**config.mk**
```make
export PLATFORM = sky130hd
export DESIGN_NAME = sede_host
export DESIGN_NICKNAME = d
export VERILOG_FILES = /design/src/rtl/sede_pkg.sv /design/src/rtl/sede_host_capture.sv /design/src/rtl/sede_host.sv
export SDC_FILE = /design/constraint.sdc
export NUM_CORES = 1
export LEC_CHECK = 0
export CAP_MARGIN = 30
export CORE_MARGIN = 2
export CORE_UTILIZATION = 44
export CTS_BUF_LIST = sky130_fd_sc_hd__clkbuf_4 sky130_fd_sc_hd__clkbuf_8
export CTS_CLUSTER_SIZE = 30
export DETAILED_ROUTE_END_ITERATION = 16
export GPL_TIMING_DRIVEN = 0
export PLACE_DENSITY = 0.85
export SYNTH_ARGS = -nofsm -noshare
export SYNTH_HDL_FRONTEND = slang
export SYNTH_SLANG_ARGS = --single-unit
```
**constraint.sdc**
```tcl
create_clock -name clk -period 1.9 [get_ports clk]
set_clock_uncertainty 0.2 [all_clocks]
set_input_delay 0.38 -clock clk [delete_from_list [all_inputs] [get_ports clk]]
set_output_delay 0.38 -clock clk [all_outputs]
set_load 0.1 [all_outputs]
```
**src/rtl/sede_pkg.sv**
```systemverilog
// Shared definitions for the SEDE host: image geometry, pixel/address widths
// and the host state encoding.
package sede_pkg;

    localparam int IMG_W  = 32;
    localparam int IMG_H  = 32;
    localparam int PIX_W  = 8;
    localparam int NPIX   = IMG_W * IMG_H;
    localparam int ADDR_W = $clog2(NPIX);

    typedef enum logic [1:0] {
        ST_IDLE  = 2'd0,
        ST_FEED  = 2'd1,
        ST_DRAIN = 2'd2,
        ST_DONE  = 2'd3
    } host_state_t;

    // Index of the final pixel / final result slot of an image.
    function automatic logic [ADDR_W-1:0] last_index();
        return ADDR_W'(NPIX - 1);
    endfunction

endpackage

```
**src/rtl/sede_host_capture.sv**
```systemverilog
// Result capture path: samples edge-detector results on valid and writes them,
// one cycle later, to consecutive result-memory addresses.
// "full" marks that all NPIX results have been taken; res_cnt saturates at the
// last index instead of wrapping, so full stands in for "res_cnt == NPIX".
module sede_host_capture
    import sede_pkg::*;
(
    input  logic              clk,
    input  logic              rst,
    input  logic              active,
    input  logic              clear,
    input  logic              valid,
    input  logic [PIX_W-1:0]  edge_out,
    output logic              res_we,
    output logic [ADDR_W-1:0] res_addr,
    output logic [PIX_W-1:0]  res_wdata,
    output logic              full
);

    logic [ADDR_W-1:0] res_cnt;
    logic              take;

    assign take = valid && active && !full;

    // Result register, write port and result counter.
    always_ff @(posedge clk or posedge rst) begin
        if (rst) begin
            res_cnt   <= {ADDR_W{1'b0}};
            full      <= 1'b0;
            res_we    <= 1'b0;
            res_addr  <= {ADDR_W{1'b0}};
            res_wdata <= {PIX_W{1'b0}};
        end else begin
            res_we <= take;
            if (clear) begin
                res_cnt <= {ADDR_W{1'b0}};
                full    <= 1'b0;
            end else if (take) begin
                res_addr  <= res_cnt;
                res_wdata <= edge_out;
                if (res_cnt == last_index()) begin
                    full <= 1'b1;
                end else begin
                    res_cnt <= res_cnt + {{(ADDR_W-1){1'b0}}, 1'b1};
                end
            end else begin
                res_cnt <= res_cnt;
            end
        end
    end

endmodule

```
**src/rtl/sede_host.sv**
```systemverilog
// SEDE host: streams one image from image memory into the edge detector and
// stores the detector results into result memory.
// Optional feature macro: SEDE_HOST_CHECK_EN adds a sticky "err" output that
// flags any edge-detector result that had to be dropped.
module sede_host
    import sede_pkg::*;
(
    input  logic              clk,
    input  logic              rst,
    input  logic              start,
    output logic [ADDR_W-1:0] img_addr,
    input  logic [PIX_W-1:0]  img_rdata,
    output logic [PIX_W-1:0]  pix_data,
    input  logic              busy,
    input  logic              valid,
    input  logic [PIX_W-1:0]  edge_out,
    output logic              res_we,
    output logic [ADDR_W-1:0] res_addr,
    output logic [PIX_W-1:0]  res_wdata,
    output logic              done
`ifdef SEDE_HOST_CHECK_EN
   ,output logic              err
`endif
);

    host_state_t       state;
    host_state_t       next_state;
    logic [ADDR_W-1:0] pix_cnt;
    logic              feeding;
    logic              accept;
    logic              last_pix;
    logic              full;

    assign feeding  = (state == ST_FEED);
    assign accept   = feeding && !busy;
    assign last_pix = (pix_cnt == last_index());

    // State register.
    always_ff @(posedge clk or posedge rst) begin
        if (rst) begin
            state <= ST_IDLE;
        end else begin
            state <= next_state;
        end
    end

    // Pixel counter: advances on each accepted pixel, clears after the last one.
    always_ff @(posedge clk or posedge rst) begin
        if (rst) begin
            pix_cnt <= {ADDR_W{1'b0}};
        end else if (accept) begin
            pix_cnt <= last_pix ? {ADDR_W{1'b0}} : pix_cnt + {{(ADDR_W-1){1'b0}}, 1'b1};
        end else begin
            pix_cnt <= pix_cnt;
        end
    end

    // Next-state logic.
    always_comb begin
        next_state = state;
        case (state)
            ST_IDLE:  next_state = start ? ST_FEED : ST_IDLE;
            ST_FEED:  next_state = (accept && last_pix) ? ST_DRAIN : ST_FEED;
            ST_DRAIN: next_state = full ? ST_DONE : ST_DRAIN;
            ST_DONE:  next_state = ST_IDLE;
            default:  next_state = ST_IDLE;
        endcase
    end

    // Output decode: pixel path is only live while feeding.
    always_comb begin
        img_addr = {ADDR_W{1'b0}};
        pix_data = {PIX_W{1'b0}};
        if (feeding) begin
            img_addr = pix_cnt;
            pix_data = img_rdata;
        end else begin
            img_addr = {ADDR_W{1'b0}};
            pix_data = {PIX_W{1'b0}};
        end
        done = (state == ST_DONE);
    end

    sede_host_capture u_capture (
        .clk       (clk),
        .rst       (rst),
        .active    (feeding || (state == ST_DRAIN)),
        .clear     (state == ST_DONE),
        .valid     (valid),
        .edge_out  (edge_out),
        .res_we    (res_we),
        .res_addr  (res_addr),
        .res_wdata (res_wdata),
        .full      (full)
    );

`ifdef SEDE_HOST_CHECK_EN
    logic dropped;

    assign dropped = valid && (!(feeding || (state == ST_DRAIN)) || full);

    // Sticky error flag for results that arrived when no write was possible.
    always_ff @(posedge clk or posedge rst) begin
        if (rst) begin
            err <= 1'b0;
        end else if (dropped) begin
            err <= 1'b1;
        end else begin
            err <= err;
        end
    end
`endif

endmodule

```
==> flow_metrics.env, run 1 <==
export IMPL_rsz0062_at_grt="yes"
export IMPL_synthTopCellsByArea="dfrtp_1, mux2_2, and2_1"
export IMPL_violations="setup timing"
export IMPL_syn_num_nets=206
export IMPL_irDropWorstVdd_mv=1.24
export IMPL_synth_top_cell_by_area="dfrtp_1"
export IMPL_cts_tree="done"
export IMPL_synthTopCellsByCount="dfrtp_1, and2_1, mux2_2, nor2_1"
export IMPL_netlist_area_um2=2090
export IMPL_status="finished with violations"
export IMPL_dp_hpwl_um=3180
export IMPL_clk_pin_slew_ps=90
export IMPL_numCtsBuffers=5
export IMPL_dr_pass1_iters=4
export IMPL_via_per_inst=5.46
export IMPL_grt_met1_usage_pct=27.8
export IMPL_die_area_um2=5320
export IMPL_place_area_um2=2860
export IMPL_grtUsageMet3_pct=5.39
export IMPL_wl_per_cell_um=17.8
export IMPL_grt_overflow_total=0
export IMPL_ios=59
export IMPL_finalSetupViolCount=47
export IMPL_cts_sinks=42
export IMPL_drtIter0Drc=186
export IMPL_grt_max_degree=43
export IMPL_arrival_ps=1550
export IMPL_antenna_cells=0
export IMPL_power_leakage_nw=1.55
export IMPL_grt_busiest_layer="met2"
export IMPL_drc_errors=0
export IMPL_period_share_pct=112
export IMPL_htree_levels=2
export IMPL_synth_most_common_cell="dfrtp_1"
export IMPL_async_flop_share_pct=100
export IMPL_timing_final_ws_setup_ps=-229
export IMPL_area_growth_pct=69.7
export IMPL_grtUsageTotal_pct=22.5
export IMPL_pre_cts_slack_ps=-1080
export IMPL_power_density_nw_per_um2=1660
export IMPL_worstSetupStartpointType="flip-flop"
export IMPL_layout_nets=291
export IMPL_yosys_area_top_type_share_pct=50.3
export IMPL_postLayoutCellArea_um2=3550
export IMPL_die_y_um=72.9
export IMPL_min_period_ps=2130
export IMPL_ys_warn_count=0
export IMPL_critical_path_required_ps=1320
export IMPL_io_buffers=58
export IMPL_crit_type="flip-flop to output pin"
export IMPL_worst_hold_path_type="flip-flop to flip-flop"
export IMPL_clk_latency_ps=310
export IMPL_drive_gt1_share_pct=51.7
export IMPL_totalWireLength_um=5670
export IMPL_worstMarginPinSlew_ps=852
export IMPL_synth_seq_cells=42
export IMPL_globalplace_congestion=0.755
export IMPL_die_w_um=72.9
export IMPL_dr_total_vias=1742
export IMPL_grt_pass1_vias=1802
export IMPL_row_count=25
export IMPL_grtUsageMet2_pct=39.4
export IMPL_root_buffer="clkbuf_8"
export IMPL_synth_ff_type="dfrtp_1"
export IMPL_ys_seq_area_share_pct=50.3
export IMPL_timing_fmax_mhz=470
export IMPL_antenna_left=0
export IMPL_cp_end_kind="output pin"
export IMPL_antenna_found_initial=0
export IMPL_synthCells=179
export IMPL_critPathMaxFanout=6
export IMPL_grt_pass1_wl_um=9040
export IMPL_coreArea_um2=4660
export IMPL_drv_cap=0
export IMPL_hold_violations=0
export IMPL_synth_edf_count=0
export IMPL_maxSlewViolCount=0
export IMPL_whs_ps=318
export IMPL_relSlewSlack_pct=43.1
export IMPL_cts_buffer_depth=2
export IMPL_synth_cell_types=43
export IMPL_floorplan_initialDensity_pct=44.9
export IMPL_syn_area_per_cell_um2=11.7
[area by class of cell]
type                       count  area [um^2]
inverter                       5         21.3
buffer                         5         70.1
tap                           54         67.6
clock buffer                   5         68.8
fill                         279         1110
sequential                    42         1050
clock inverter                 3         25.0
timing repair buffer          79         1030
multi-input combinational    126         1210
[layout by cell type, fill, tap and decap left out, types with 4 or more instances in the layout]
cell,instances
buf_4,9
xnor2_1,7
clkbuf_8,6
o21ai_0,4
and2_2,5
nand2_1,7
nor2_1,12
a21oi_1,6
buf_12,22
buf_6,8
and2_4,14
nand3_1,7
mux2_4,19
clkdlybuf4s15_2,19
dfrtp_1,41
clkdlybuf4s50_1,20
[repair_timing]
item,CTS,global route
endpoints found under the setup margin,63,55
hold buffers,0,0
gates cloned,3,0
gates resized for setup,260,13
pin swaps,21,6
buffers inserted,14,4
[sequential cells by signal (all words and copies together), names as in the netlist, named ones only]
register and cells:
u_capture.res_addr 10, u_capture.res_wdata 8, u_capture.full 1, u_capture.res_we 1
pix_cnt 10, state 1, u_capture.res_cnt 10
[power breakdown]
part	switching [W]	leakage, nW	internal [W]
registers	0.000264	0.543	0.00115
clock network	0.000358	0.0447	0.000266
logic	0.00239	0.966	0.00145
[metal layers]
| layer | wire [um] | share of wire [%] | vias up |
|---|---|---|---|
| met2 | 3010 | 53 | 66 |
| met5 | 0 | 0 | - |
| li1 | - | - | 809 |
| met1 | 2270 | 40 | 853 |
| met4 | 136 | 2.4 | 0 |
| met3 | 256 | 4.5 | 14 |
[metrics by stage]
stage	util, %	cells	setup TNS [ps]	power (W)
after floorplan	-	179	-447	0.00384
after global placement	61.3	291	-49070	0.00445
after detailed placement	61.3	291	-28740	0.00451
after CTS	74.8	316	-5940	0.00573
after global routing	76.1	319	-9310	0.00610
final	76.1	319	-6700	0.00588
[kinds of logic (layout without fill, tap and decap cells)]
| kind of cell | after synthesis | in the layout | synth area share (%) |
|---|---|---|---|
| compound gates | 23 | 23 | 8.56 |
| xor+xnor | 10 | 10 | 4.19 |
| simple gates | 67 | 67 | 20.3 |
| fa+ha+maj | 6 | 6 | 3.59 |
| flops | 42 | 42 | 50.3 |
| buf+inv | 11 | 97 | 2.21 |
| mux | 20 | 20 | 10.9 |
[worst paths after layout]
path | startpoint | endpoint | slack, ps | cells after the start
max in group asynchronous | rst | state[0] | 560 | 2
min in group asynchronous | rst | u_capture.res_addr[3] | 360 | 2
worst max register to register | flip-flop | u_capture.res_addr[1] | -200 | 8
worst min-delay path | u_capture.res_addr[1] | u_capture.res_addr[1] | 320 | 1
worst min register to register | u_capture.res_addr[1] | u_capture.res_addr[1] | 320 | 1
worst max-delay path | state[0] | img_addr[7] | -230 | 5
[worst max-delay path, stage by stage, from the launching register on]
cell,delay [ps]
dfrtp_2,460
ha_4,180
buf_8,130
clkbuf_16,140
and2_4,160
buf_12,160
(Power assumes the default switching activity.)
==> run 2: changes to the inputs <==
- CAP_MARGIN: 30 -> 20
==> results of run 2 <==
No change in the layout: final DEF, timing and power equal those of run 1.
